--- src/rtl/demux_lane_scheduler.sv ---
// Credit-based round-robin scheduler steering one valid-qualified byte stream onto two lanes.
// Each lane holds a credit per free downstream slot; the source is back-pressured when both run dry.
module demux_lane_scheduler #(
    parameter int unsigned CREDITS = 4,
    parameter int unsigned CW      = 4
) (
    input  logic          clk_2f,
    input  logic          reset,
    input  logic [7:0]    data_in,
    input  logic          valid_in,
    output logic          ready_in,
    input  logic          pop_0,
    input  logic          pop_1,
    output logic [7:0]    data_out_0,
    output logic [7:0]    data_out_1,
    output logic          valid_out_0,
    output logic          valid_out_1,
    output logic          lane_sel,
    output logic [CW-1:0] credit_0,
    output logic [CW-1:0] credit_1,
    output logic          err_drop,
    output logic          err_credit
);

    localparam logic [CW-1:0] CreditMax = CW'(CREDITS);

    typedef enum logic [1:0] {
        StPref0,
        StPref1,
        StStall
    } state_e;

    state_e        state_q, state_d;
    logic          pref_q, pref_d;
    logic          last_q, last_d;
    logic [CW-1:0] credit0_q, credit0_d;
    logic [CW-1:0] credit1_q, credit1_d;
    logic [7:0]    data0_q, data0_d;
    logic [7:0]    data1_q, data1_d;
    logic          valid0_q, valid0_d;
    logic          valid1_q, valid1_d;
    logic          err_drop_q, err_drop_d;
    logic          err_credit_q, err_credit_d;

    logic          ready;
    logic          accept;
    logic          target;
    logic          push0, push1;
    logic          over0, over1;

    // ready depends only on registered credits, never on valid_in
    assign ready  = !reset && ((credit0_q != '0) || (credit1_q != '0));
    assign accept = valid_in && ready;

    always_comb begin
        target = pref_q;
        unique case (state_q)
            StPref0: target = (credit0_q != '0) ? 1'b0 : 1'b1;
            StPref1: target = (credit1_q != '0) ? 1'b1 : 1'b0;
            default: target = pref_q;
        endcase
    end

    assign push0 = accept && (target == 1'b0);
    assign push1 = accept && (target == 1'b1);

    // A return on a full lane is a sink protocol error; the credit saturates
    assign over0 = pop_0 && !push0 && (credit0_q == CreditMax);
    assign over1 = pop_1 && !push1 && (credit1_q == CreditMax);

    always_comb begin
        credit0_d = credit0_q;
        if (push0 && !pop_0) begin
            credit0_d = credit0_q - 1'b1;
        end else if (pop_0 && !push0 && !over0) begin
            credit0_d = credit0_q + 1'b1;
        end
    end

    always_comb begin
        credit1_d = credit1_q;
        if (push1 && !pop_1) begin
            credit1_d = credit1_q - 1'b1;
        end else if (pop_1 && !push1 && !over1) begin
            credit1_d = credit1_q + 1'b1;
        end
    end

    always_comb begin
        data0_d  = data0_q;
        data1_d  = data1_q;
        valid0_d = 1'b0;
        valid1_d = 1'b0;
        if (push0) begin
            data0_d  = data_in;
            valid0_d = 1'b1;
        end
        if (push1) begin
            data1_d  = data_in;
            valid1_d = 1'b1;
        end
    end

    always_comb begin
        state_d = state_q;
        pref_d  = pref_q;
        last_d  = last_q;
        if (accept) begin
            pref_d = ~target;
            last_d = target;
        end
        if ((credit0_d == '0) && (credit1_d == '0)) begin
            state_d = StStall;
        end else begin
            if (state_q == StStall) begin
                // Resume on whichever lane got credit back; on a tie, rotate past last served
                if ((credit0_d != '0) && (credit1_d != '0)) begin
                    pref_d = ~last_q;
                end else begin
                    pref_d = (credit1_d != '0);
                end
            end
            state_d = pref_d ? StPref1 : StPref0;
        end
    end

    always_comb begin
        err_drop_d   = err_drop_q | (valid_in & ~ready);
        err_credit_d = err_credit_q | over0 | over1;
    end

    always_ff @(posedge clk_2f) begin
        if (reset) begin
            state_q      <= StPref0;
            pref_q       <= 1'b0;
            last_q       <= 1'b1;
            credit0_q    <= CreditMax;
            credit1_q    <= CreditMax;
            data0_q      <= 8'h00;
            data1_q      <= 8'h00;
            valid0_q     <= 1'b0;
            valid1_q     <= 1'b0;
            err_drop_q   <= 1'b0;
            err_credit_q <= 1'b0;
        end else begin
            state_q      <= state_d;
            pref_q       <= pref_d;
            last_q       <= last_d;
            credit0_q    <= credit0_d;
            credit1_q    <= credit1_d;
            data0_q      <= data0_d;
            data1_q      <= data1_d;
            valid0_q     <= valid0_d;
            valid1_q     <= valid1_d;
            err_drop_q   <= err_drop_d;
            err_credit_q <= err_credit_d;
        end
    end

    assign ready_in    = ready;
    assign lane_sel    = target;
    assign data_out_0  = data0_q;
    assign data_out_1  = data1_q;
    assign valid_out_0 = valid0_q;
    assign valid_out_1 = valid1_q;
    assign credit_0    = credit0_q;
    assign credit_1    = credit1_q;
    assign err_drop    = err_drop_q;
    assign err_credit  = err_credit_q;

endmodule

--- config.mk ---
export PLATFORM = sky130hd
export DESIGN_NAME = demux_lane_scheduler
export DESIGN_NICKNAME = d
export VERILOG_FILES = /design/src/rtl/demux_lane_scheduler.sv
export SDC_FILE = /design/constraint.sdc
export NUM_CORES = 1
export LEC_CHECK = 0
export ABC_AREA = 0
export CAP_MARGIN = 20
export CORE_MARGIN = 1.5
export CORE_UTILIZATION = 45
export CTS_CLUSTER_DIAMETER = 80
export DETAILED_ROUTE_END_ITERATION = 10
export PLACE_DENSITY = 0.81
export RECOVER_POWER = 25
export SYNTH_ARGS = -nofsm -noshare
export SYNTH_HDL_FRONTEND = slang
export SYNTH_SLANG_ARGS = --single-unit
export TNS_END_PERCENT = 20
--- constraint.sdc ---
create_clock -name clk_2f -period 2.95 [get_ports clk_2f]
set_input_delay 0.4425 -clock clk_2f [delete_from_list [all_inputs] [get_ports clk_2f]]
set_output_delay 0.4425 -clock clk_2f [all_outputs]
set_load 0.01 [all_outputs]
Yosys cells after proc, flatten, opt, wreduce, memory -nomap -nowiden:

Index checks and enable logic that the tools add are counted.

* memories kept: 0
* bits in latches: 0
* output and inout port bits: 30
* bits in registers: 32
* bits of input ports: 13
* word-level logic and storage cells: 73
* RAM bits: 0
* bits in read-only memories: 0

* shifts and indexed selects: 0
* add/subtract/negate cells: 4
* muxes and demuxes: 16
* divide/modulo/power cells: 0
* equality and inequality tests: 4
* order comparisons: 0
* bitwise gates (word level): 7
* multipliers: 0
* reductions and logical operators: 30

Operators with widths (number)
* $mux W4: 4
* $reduce_bool A4 Y1: 4
* $logic_and A1 B1 Y1: 14
* $mux W1: 10
* $add A4 B1 Y4 const B: 2
* $eq A4 B3 Y1 const B: 2
* $logic_not A4 Y1: 2
* $sub A4 B1 Y4 const B: 2
* $logic_not A1 Y1: 7
* $not A1 Y1: 3
* $or A1 B1 Y1: 3
* $eq A2 B1 Y1 const B: 1
* $eq A2 B2 Y1 const B: 1
* $logic_not A2 Y1: 1
* $mux W2: 1
* $pmux W1 S2: 1
* $reduce_or A2 Y1: 1
* $and A1 B1 Y1: 1
* $logic_or A1 B1 Y1: 1

Longest topological paths before layout:

Gate-level depths: netlist (run 1).

* depth after elaboration: 19
* depth in mapped cells: 11
* mapped depth without buffers: 11

Least setup slack after synthesis (run 1):

OpenSTA, ideal clock, no wires.

* path type: register to register
* from: reg credit0_q[0], in the netlist credit_0[0]
* to: reg state_q[0]
* stages on the path, launching flop included: 12
* path buffers: 0
* arrival: 2542 ps
* library setup time: 86 ps
* required time: 2864 ps
* path slack: 321 ps
* path through: dfxtp_1 -> inv_1 -> ha_1 -> or3b_4 -> o21a_4 -> nand3_4 -> inv_4 -> o22a_1 -> a221o_1 -> nand4b_4 -> o2bb2ai_2 -> a221oi_2

* cells in the longest elaborated chain, start to end: 18
* elaborated cells on any way between the ends: 40
* classes of those cells: add/sub: 2; eq/ne: 1; mux: 11; bitwise: 1; reduce/logical: 25

RTL lines
* from (decl): line 36 `logic [CW-1:0] credit0_q, credit0_d;`
* from (signal assigned): line 137 `credit0_q <= CreditMax;`
* from (signal assigned): line 149 `credit0_q <= credit0_d;`
* $reduce_bool A4 Y1: line 52, 58
* $mux W1 or $logic_or A1 B1 Y1 (tied branches): line 58, 52
* $pmux W1 S2 or $logic_and A1 B1 Y1 (tied branches): line 57, 52
* $not A1 Y1 or $logic_and A1 B1 Y1 (tied branches): line 64, 109, 53
* $logic_and A1 B1 Y1 (on tied branches): line 64, 65
* $logic_not A1 Y1 (on tied branches)
* $logic_and A1 B1 Y1 (on tied branches)
* $logic_and A1 B1 Y1 (on tied branches): line 68, 69
* [2 not listed]
* $mux W4 (on tied branches): line 75, 84
* $mux W4 (on tied branches): line 73, 82
* $reduce_bool A4 Y1 (on tied branches): line 117, 120
* $logic_and A1 B1 Y1: line 117 `if ((credit0_d != '0) && (credit1_d != '0)) begin`
* $mux W1: line 117
* $mux W1: line 115 `if (state_q == StStall) begin`
* $mux W1: line 112 `if ((credit0_d == '0) && (credit1_d == '0)) begin`
* $mux W1: line 123 `state_d = pref_d ? StPref1 : StPref0;`
* to (signal assigned): line 134 `state_q <= StPref0;`
* to (signal assigned): line 146 `state_q <= state_d;`
* to (decl): line 33 `state_e state_q, state_d;`

Parallel ways exist; a longest one is shown, timed or not. The select of a mux whose other input is x is not followed.
A chain may end at the register's enable or synchronous reset.

Worst setup path in the final report (run 1):

* from: reg credit1_q[0], in the netlist credit_1[0]
* to: reg state_q[0]

* cells in the longest elaborated chain, start to end: 18
* elaborated cells on any way between the ends: 40
* classes of those cells: add/sub: 2; eq/ne: 1; mux: 11; bitwise: 1; reduce/logical: 25

RTL lines
* from (decl): line 37 `logic [CW-1:0] credit1_q, credit1_d;`
* from (signal assigned): line 138 `credit1_q <= CreditMax;`
* from (signal assigned): line 150 `credit1_q <= credit1_d;`
* $reduce_bool A4 Y1: line 52, 59
* $mux W1 or $logic_or A1 B1 Y1 (tied branches): line 59, 52
* $pmux W1 S2 or $logic_and A1 B1 Y1 (tied branches): line 57, 52
* $not A1 Y1 or $logic_and A1 B1 Y1 (tied branches): line 64, 109, 53
* $logic_and A1 B1 Y1 (on tied branches): line 64, 65
* $logic_not A1 Y1 (on tied branches)
* $logic_and A1 B1 Y1 (on tied branches)
* $logic_and A1 B1 Y1 (on tied branches): line 68, 69
* [2 not listed]
* $mux W4 (on tied branches): line 75, 84
* $mux W4 (on tied branches): line 73, 82
* $reduce_bool A4 Y1 (on tied branches): line 117, 120
* $logic_and A1 B1 Y1: line 117
* $mux W1: line 117
* $mux W1: line 115
* $mux W1: line 112
* $mux W1: line 123

Parallel ways exist; a longest one is shown, timed or not. The select of a mux whose other input is x is not followed.

==> impl_metrics.csv, run 1 <==
group,metric,value,unit
global_route,busiest_layer,"met2",
clock_network,clk_pin_slew,100,ps
pwr,power.leakage,0.881,nW
global_route,grt_overflow_total,0,
global_route,met3_usage,5.54,%
clock_network,cts_hold_buffers,0,
clock_network,cts_sinks,32,
finish,final_cell_area,0.00224,sq mm
placement,dp_hpwl,2630,um
logic_synthesis,synth_edf_count,0,
placement,port-buffer-count,42,
detailed_routing,dr.pass1.iters,4,
critical_path,worst_ep_arrival_time,3000,ps
finish,syn2layout_area_growth,36.7,%
timing,grt_setup_unrepaired,"no",
critical_path,cpPeakStageDelay,470,ps
floorplanning,coreArea,0.00342,sq mm
critical_path,critPathKind,"flip-flop to flip-flop",
clock_network,cts_setup_buffers,0,
timing,setup-tns-final,0,ps
logic_synthesis,post-synth-top-area-cell,"dfxtp_1",
floorplanning,num_rows,21,
logic_synthesis,ys_seq_area_share,39.1,%
pwr,power_density,514,mW/mm^2
critical_path,crit_cells,11,
placement,postPlaceCellArea,0.00214,sq mm
detailed_routing,vias_per_cell,5.29,
critical_path,cp-end-kind,"flip-flop",
floorplanning,dieArea,0.00401,sq mm
floorplanning,start_util,47.9,%
clock_network,cts_resized,0,
critical_path,critical-path-slowest-cell,"or4_1",
logic_synthesis,synth_compound_area_share,23.9,%
critical_path,crit_buf_inv,2,
timing,slew_headroom,68.1,%
detailed_routing,drt-total-wl,3730,um
timing,drv_slew,0,
floorplanning,io_pins,43,
detailed_routing,drc_errors,0,
flow_run,max_cap_viol_count,0,
detailed_routing,wl_per_cell,13.0,um
detailed_routing,vias,1512,
clock_network,cts_tree,"yes",
clock_network,cts.path.max_buffers,2,
global_route,antenna_found_initial,0,
timing,worstMarginPinSlew,478,ps
global_route,grt_max_degree,33,
clock_network,h-tree-depth,2,
pwr,vdd_drop_max,0.000388,V
critical_path,r2r_slack,210,ps
logic_synthesis,synth_top_family_by_area,"simple AND/OR/NAND/NOR gates",
timing,fmax,364,MHz
detailed_routing,ant_nets,0,
timing,period_needed,2740,ps
critical_path,critPathTopFamily,"simple AND/OR/NAND/NOR gates",
logic_synthesis,synth.distinct_cells,50,
logic_synthesis,synthSimpleGateAreaFrac,25.6,%
logic_synthesis,ys_warn_count,0,
logic_synthesis,async_reset_ff_share,0,%
timing,finalHoldViolCount,0,
logic_synthesis,synth_top_area_share,39.1,%
critical_path,reg2reg_to,"state_q[0]",
logic_synthesis,synthCells,190,
critical_path,cp_cell_sequence,"inv_1 > ha_1 > or3b_4 > a2bb2oi_4 > a21o_4 > inv_2 > or4_1 > o211a_2 > nand4b_2 > o2bb2ai_2 > a221oi_2",
finish,diodes,0,
logic_synthesis,syn-cell-area,0.00164,sq mm
critical_path,critPathLaunchType,"flip-flop",
min_path,holdPathStages,2,
clock_network,cts_buffers,5,
critical_path,crit_fanout,16,
detailed_routing,drt_iter0_drc,35,
timing,finClkSkew,9.21,ps
finish,fin_nets,257,
logic_synthesis,synthFlopType,"dfxtp_1",
global_route,grt_pass1_vias,1327,
finish,drive_gt1_share,15.0,%
floorplanning,die_x,63.3,um
logic_synthesis,synthXorXnorAreaFrac,1.61,%
run_status,status,"complete, no violations",
floorplanning,fp.dieH,63.3,um
logic_synthesis,yosys_register_bits,32,
timing,finalSetupViolCount,0,
clock_network,clk_latency,340,ps
min_path,hold_end,"data_out_0[7]",
timing,min_period_over_period,93.0,%
critical_path,required,3210,ps
global_route,grt_usage,19.6,%
min_path,min_from,"data_out_0[7]",
clock_network,cts_root_buf,"clkbuf_4",
placement,routabilityCongestion,0.851,
logic_synthesis,synth_adder_area_share,3.82,%
logic_synthesis,synthMuxAreaShare,1.30,%
global_route,grt_pass1_wl,6220,um
min_path,hold_class,"flip-flop to flip-flop",
logic_synthesis,synth_fp_nets,208,
critical_path,rr_startpoint,"credit_1[0]",
logic_synthesis,synth.area.top_cells,"dfxtp_1 (39%), nand2_1 (8.5%), a21oi_1 (7.6%), ha_1 (3.8%), nor2_1 (3.0%)",
global_route,globalRouteMet2Util,29.0,%
global_route,use_met1,28.0,%
logic_synthesis,synth.avg_cell_area,8.61,sq um
critical_path,reg2regPathDepth,11,
## worst max path at each step
stage / start / end / slack (ps)
floorplan: credit_0[0] / state_q[0] / 320
global placement: valid_in / state_q[0] / 280
detailed placement: credit_1[0] / state_q[0] / 230
CTS: credit_1[0] / state_q[0] / 220
global route: credit_0[0] / pref_q / 20
finish: credit_1[0] / state_q[0] / 210
## per-layer routing
| layer | vias up | routed length, um |
|---|---|---|
| met4 | 0 | 37 |
| met2 | 37 | 1620 |
| met5 | - | 0 |
| li1 | 777 | - |
| met1 | 693 | 1870 |
| met3 | 5 | 197 |
## layout by cell type (no fill, tap or decap), drive strengths merged, types with 2 or more instances in the layout
master and count:
a211o 2, a211oi 3, a21o 2, a21oi 25, buf 10, clkbuf 7, clkdlybuf4s50 28, dfxtp 32
dlygate4sd3 14, ha 5, inv 7, nand2 37, nand3 2, nand3b 2, nand4 3, nand4b 2
nor2 13, nor2b 5, nor3 3, nor4 2, o21ai 3, o31ai 3, or2 3, or3b 2
or4 2, xnor2 3
## metrics by stage
| step | total power, mW | utilization [%] | instances | setup slack [ps] | hold WS, ps |
|---|---|---|---|---|---|
| after floorplan | 0.666 | - | 190 | 321 | 481 |
| after global placement | 0.782 | 62.7 | 278 | 275 | 441 |
| after detailed placement | 0.784 | 62.7 | 278 | 230 | 451 |
| after CTS | 1.16 | 65.5 | 286 | 220 | 462 |
| after global routing | 1.21 | 65.5 | 286 | 18.3 | 472 |
| final | 1.15 | 65.5 | 286 | 206 | 457 |
## state kept, by name (all words and copies together), names as in the netlist
signal and cells:
state_q 2, credit_0 4, credit_1 4, valid_out_0 1
valid_out_1 1, err_drop 1, err_credit 1, last_q 1
pref_q 1, data_out_1 8, data_out_0 8
## layout make-up
cell class / count / area, sq um
Fill cell: 281 / 1180
Multi-Input combinational cell: 141 / 920
Inverter: 7 / 28.8
Tap cell: 46 / 57.6
Sequential cell: 32 / 641
Clock buffer: 7 / 65.1
Clock inverter: 1 / 30.0
Timing Repair Buffer: 52 / 495
## worst reg2reg max path, cell delays in order, from the launching register on
cell and delay (ps):
dfxtp_1 320, inv_1 80, ha_1 210, or3b_4 440, a2bb2oi_4 240, a21o_4 260, inv_2 90, or4_1 470
o211a_2 160, nand4b_2 100, o2bb2ai_2 80, a221oi_2 230
## cell usage after synthesis (2+ instances only)
cell type   n
nand3b_1    2
inv_1       5
or3b_4      2
o31ai_1     3
nor2b_1     5
nor2_1     13
ha_1        5
a211oi_1    3
buf_2       2
o21ai_0     2
nor4_1      2
a21oi_1    25
nor3_1      3
clkbuf_1    7
dfxtp_1    32
a211o_1     2
nand2_1    37
xnor2_1     3
or2_2       3
nand4_1     3
or4_1       2
## logic make-up (layout without fill, tap and decap cells)
kind of cell	after synthesis	count (layout)
fa+ha+maj	5	5
mux	2	2
flops	32	32
compound gates	52	52
xor+xnor	3	3
simple gates	79	79
buf+inv	17	67
## report_power, final
| group | internal [mW] | leakage [nW] | switching [mW] |
|---|---|---|---|
| sequential | 0.458 | 0.261 | 0.0167 |
| combinational | 0.150 | 0.568 | 0.148 |
| clock | 0.225 | 0.0515 | 0.154 |
| total | 0.833 | 0.881 | 0.318 |
Note: power is estimated with default switching activity, not from simulation.
==> run 2: changes to the inputs <==
SKIP_LAST_GASP = 1   (was not set)
SLEW_MARGIN = 30   (was not set)
==> results of run 2 <==
The final DEF is identical to that of run 1; final timing and power are the same.
==> RTL edit: new RTL, settings of run 1 <==
The 3 states of `state_e` get a one-hot encoding in 3 bits.
--- a/src/rtl/demux_lane_scheduler.sv
+++ b/src/rtl/demux_lane_scheduler.sv
@@ -25,8 +25,8 @@
     localparam logic [CW-1:0] CreditMax = CW'(CREDITS);
 
-    typedef enum logic [1:0] {
-        StPref0,
-        StPref1,
-        StStall
+    typedef enum logic [2:0] {
+        StPref0 = 3'b001,
+        StPref1 = 3'b010,
+        StStall = 3'b100
     } state_e;
 
Formal check against the unedited RTL: same outputs for any inputs over 10 cycles, from zero or initial values and one cycle with reset high; not proved beyond that.
==> RTL edit against run 1 <==
Routed wire length up 13%; critical path type unchanged; design area grew 7.0%; sequential cell count rose by 1; synthesized area up 6.0%; clock skew fell by 4.2 ps; critical endpoint is now state_q[1]$_SDFF_PP0_; critical path depth down 1; setup slack worse by 3.6 ps.
Power is not compared: it rests on default switching activity, and its combinational part moved more than twofold at a synthesized area within 25%.
==> RTL edit: results (changes against run 1) <==
metric,value,unit,change
outcome,completed,,
cts_buffer_depth,2,,unchanged
gp_congestion,0.857,,+0.62%
numCtsBuffers,5,,unchanged
layout-drive-gt1-share,14.4,%,-0.61 points
diodes,0,,unchanged
critPathLaunch,credit_0[0]$_SDFF_PP0_,,
gr-usage-all-layers,21.0,%,+1.5 points
critPathTopFamily,compound AO/OA/AOI/OAI gates,,
syn_nets,235,,+13%
max_slew.worst_pin.slew,426,ps,-51.7 ps
grt_max_degree,27,,-18%
p_leak,0.955,nW,
vias,1676,,+11%
cts_setup_buffers,0,,unchanged
rr_endpoint,state_q[1]$_SDFF_PP0_,,
clock-root-buffer,clkbuf_8,,
critPathArrivalTime,2930,ps,-70 ps
skew,5.06,ps,-4.15 ps
htreeDepth,2,,unchanged
critPathSlowestCell,o311a_1,,
min_from,data_out_1[7]$_SDFFE_PP0P_,,
r2r_slack,200,ps,
hold_end,data_out_1[7]$_SDFFE_PP0P_,,
grt_pass1_wl,6800,um,+9.2%
cpPeakStageDelay,430,ps,-40 ps
ys_types,53,,+6.0%
synth-edff-count,0,,unchanged
num-nets-final,288,,+12%
nFillCells,355,,+26%
synthTopCellsByCount,"nand2_1, dfxtp_1, nor2_1",,
worstPathMaxFanout,6,,-10
placed_area,0.00227,mm2,+6.1%
synth_warnings,0,,unchanged
grt_pass1_vias,1533,,+16%
hpwl,3060,um,+17%
routedWlPerCell,13.2,um,+1.4%
reg2reg_depth,10,,-1
drt_iter0_markers,123,,+250%
yosysSeqAreaShare,38.1,%,-1.1 points
clk_pin_slew,70,ps,-30 ps
clk_latency,290,ps,-50 ps
hold_depth,2,,unchanged
synth.area.top_cells,"dfxtp_1, nand2_1, a21oi_1, nor2_1, ha_1",,
## RTL edit: cell count changes after synthesis, moves of 3 or more
cell,before,now
nor2_1,13,24
a21oi_1,25,21
a31oi_1,1,5
o22ai_1,0,4
inv_1,5,8
nand4_1,3,6
o21ai_0,2,5
o21ai_1,0,3
o31ai_1,3,0
## RTL edit: repair_timing
action / 4_1_cts / 5_1_grt
endpoints found under the hold margin: 0 / 0
hold buffers: 0 / 0
setup endpoints to repair: 0 / 1
resized for setup: 0 / 1
## RTL edit: through the flow
step | hold WS (ps) | std cells | util, % | setup WS [ps]
global route | 476 | 319 | 64.9 | 22.4
floorplan | 479 | 217 | - | 184
global placement | 440 | 311 | 61.6 | 285
CTS | 455 | 319 | 64.8 | 152
finish | 452 | 319 | 64.9 | 202
detailed placement | 446 | 311 | 61.6 | 167
## RTL edit: cell families after synthesis
logic type,count (synthesis),share of synthesized area (%)
buffers and inverters,21,5.48
DFF,33,38.1
and+or+nand+nor,99,28.6
muxes,5,3.46
xor gates and xnor gates,2,1.01
AOI/OAI and AO/OA,52,19.8
adders and majority gates,5,3.60
## RTL edit: worst max path at each step
stage / end / slack (ps) / depth (start not counted)
6_report: state_q[1]$_SDFF_PP0_ / 200 / 10
5_1_grt: state_q[0]$_SDFF_PP1_ / 20 / 11
4_1_cts: state_q[1]$_SDFF_PP0_ / 150 / 10
3_5_place_dp: state_q[1]$_SDFF_PP0_ / 170 / 10
3_3_place_gp: state_q[1]$_SDFF_PP0_ / 280 / 10
2_1_floorplan: state_q[0]$_SDFF_PP1_ / 180 / 12
## RTL edit: tightest hold or removal path: cells and delay by family (launching register included)
kind | cells | cell delay [ps]
AO/OA/AOI/OAI | 1 | 50
flip-flops | 1 | 310
AND/OR/NAND/NOR | 1 | 50
## RTL edit: layout make-up
| class | count | share of cell area [%] |
|---|---|---|
| Tap cell | 48 | 2.51 |
| Sequential cell | 33 | 27.6 |
| Clock buffer | 5 | 2.87 |
| Inverter | 10 | 1.67 |
| Timing Repair Buffer | 57 | 22.3 |
| Clock inverter | 3 | 1.93 |
| Multi-Input combinational cell | 163 | 41.2 |
## RTL edit: power breakdown
| part | total [W] | internal (W) | switching [W] | leakage, nW |
|---|---|---|---|---|
| logic | 0.000630 | 0.000301 | 0.000329 | 0.631 |
| clock network | 0.000433 | 0.000253 | 0.000181 | 0.0543 |
| registers | 0.000521 | 0.000492 | 0.0000290 | 0.269 |
| total | 0.00158 | 0.00105 | 0.000538 | 0.955 |
## RTL edit: metal layers
| metal | up-vias | global-route usage, % | wire (um) |
|---|---|---|---|
| li1 | 860 | - | - |
| met1 | 756 | 25.2 | 1830 |
| met2 | 55 | 34.3 | 2000 |
| met3 | 5 | 7.71 | 338 |
| met4 | 0 | 8.33 | 48 |
| met5 | - | 0 | 0 |
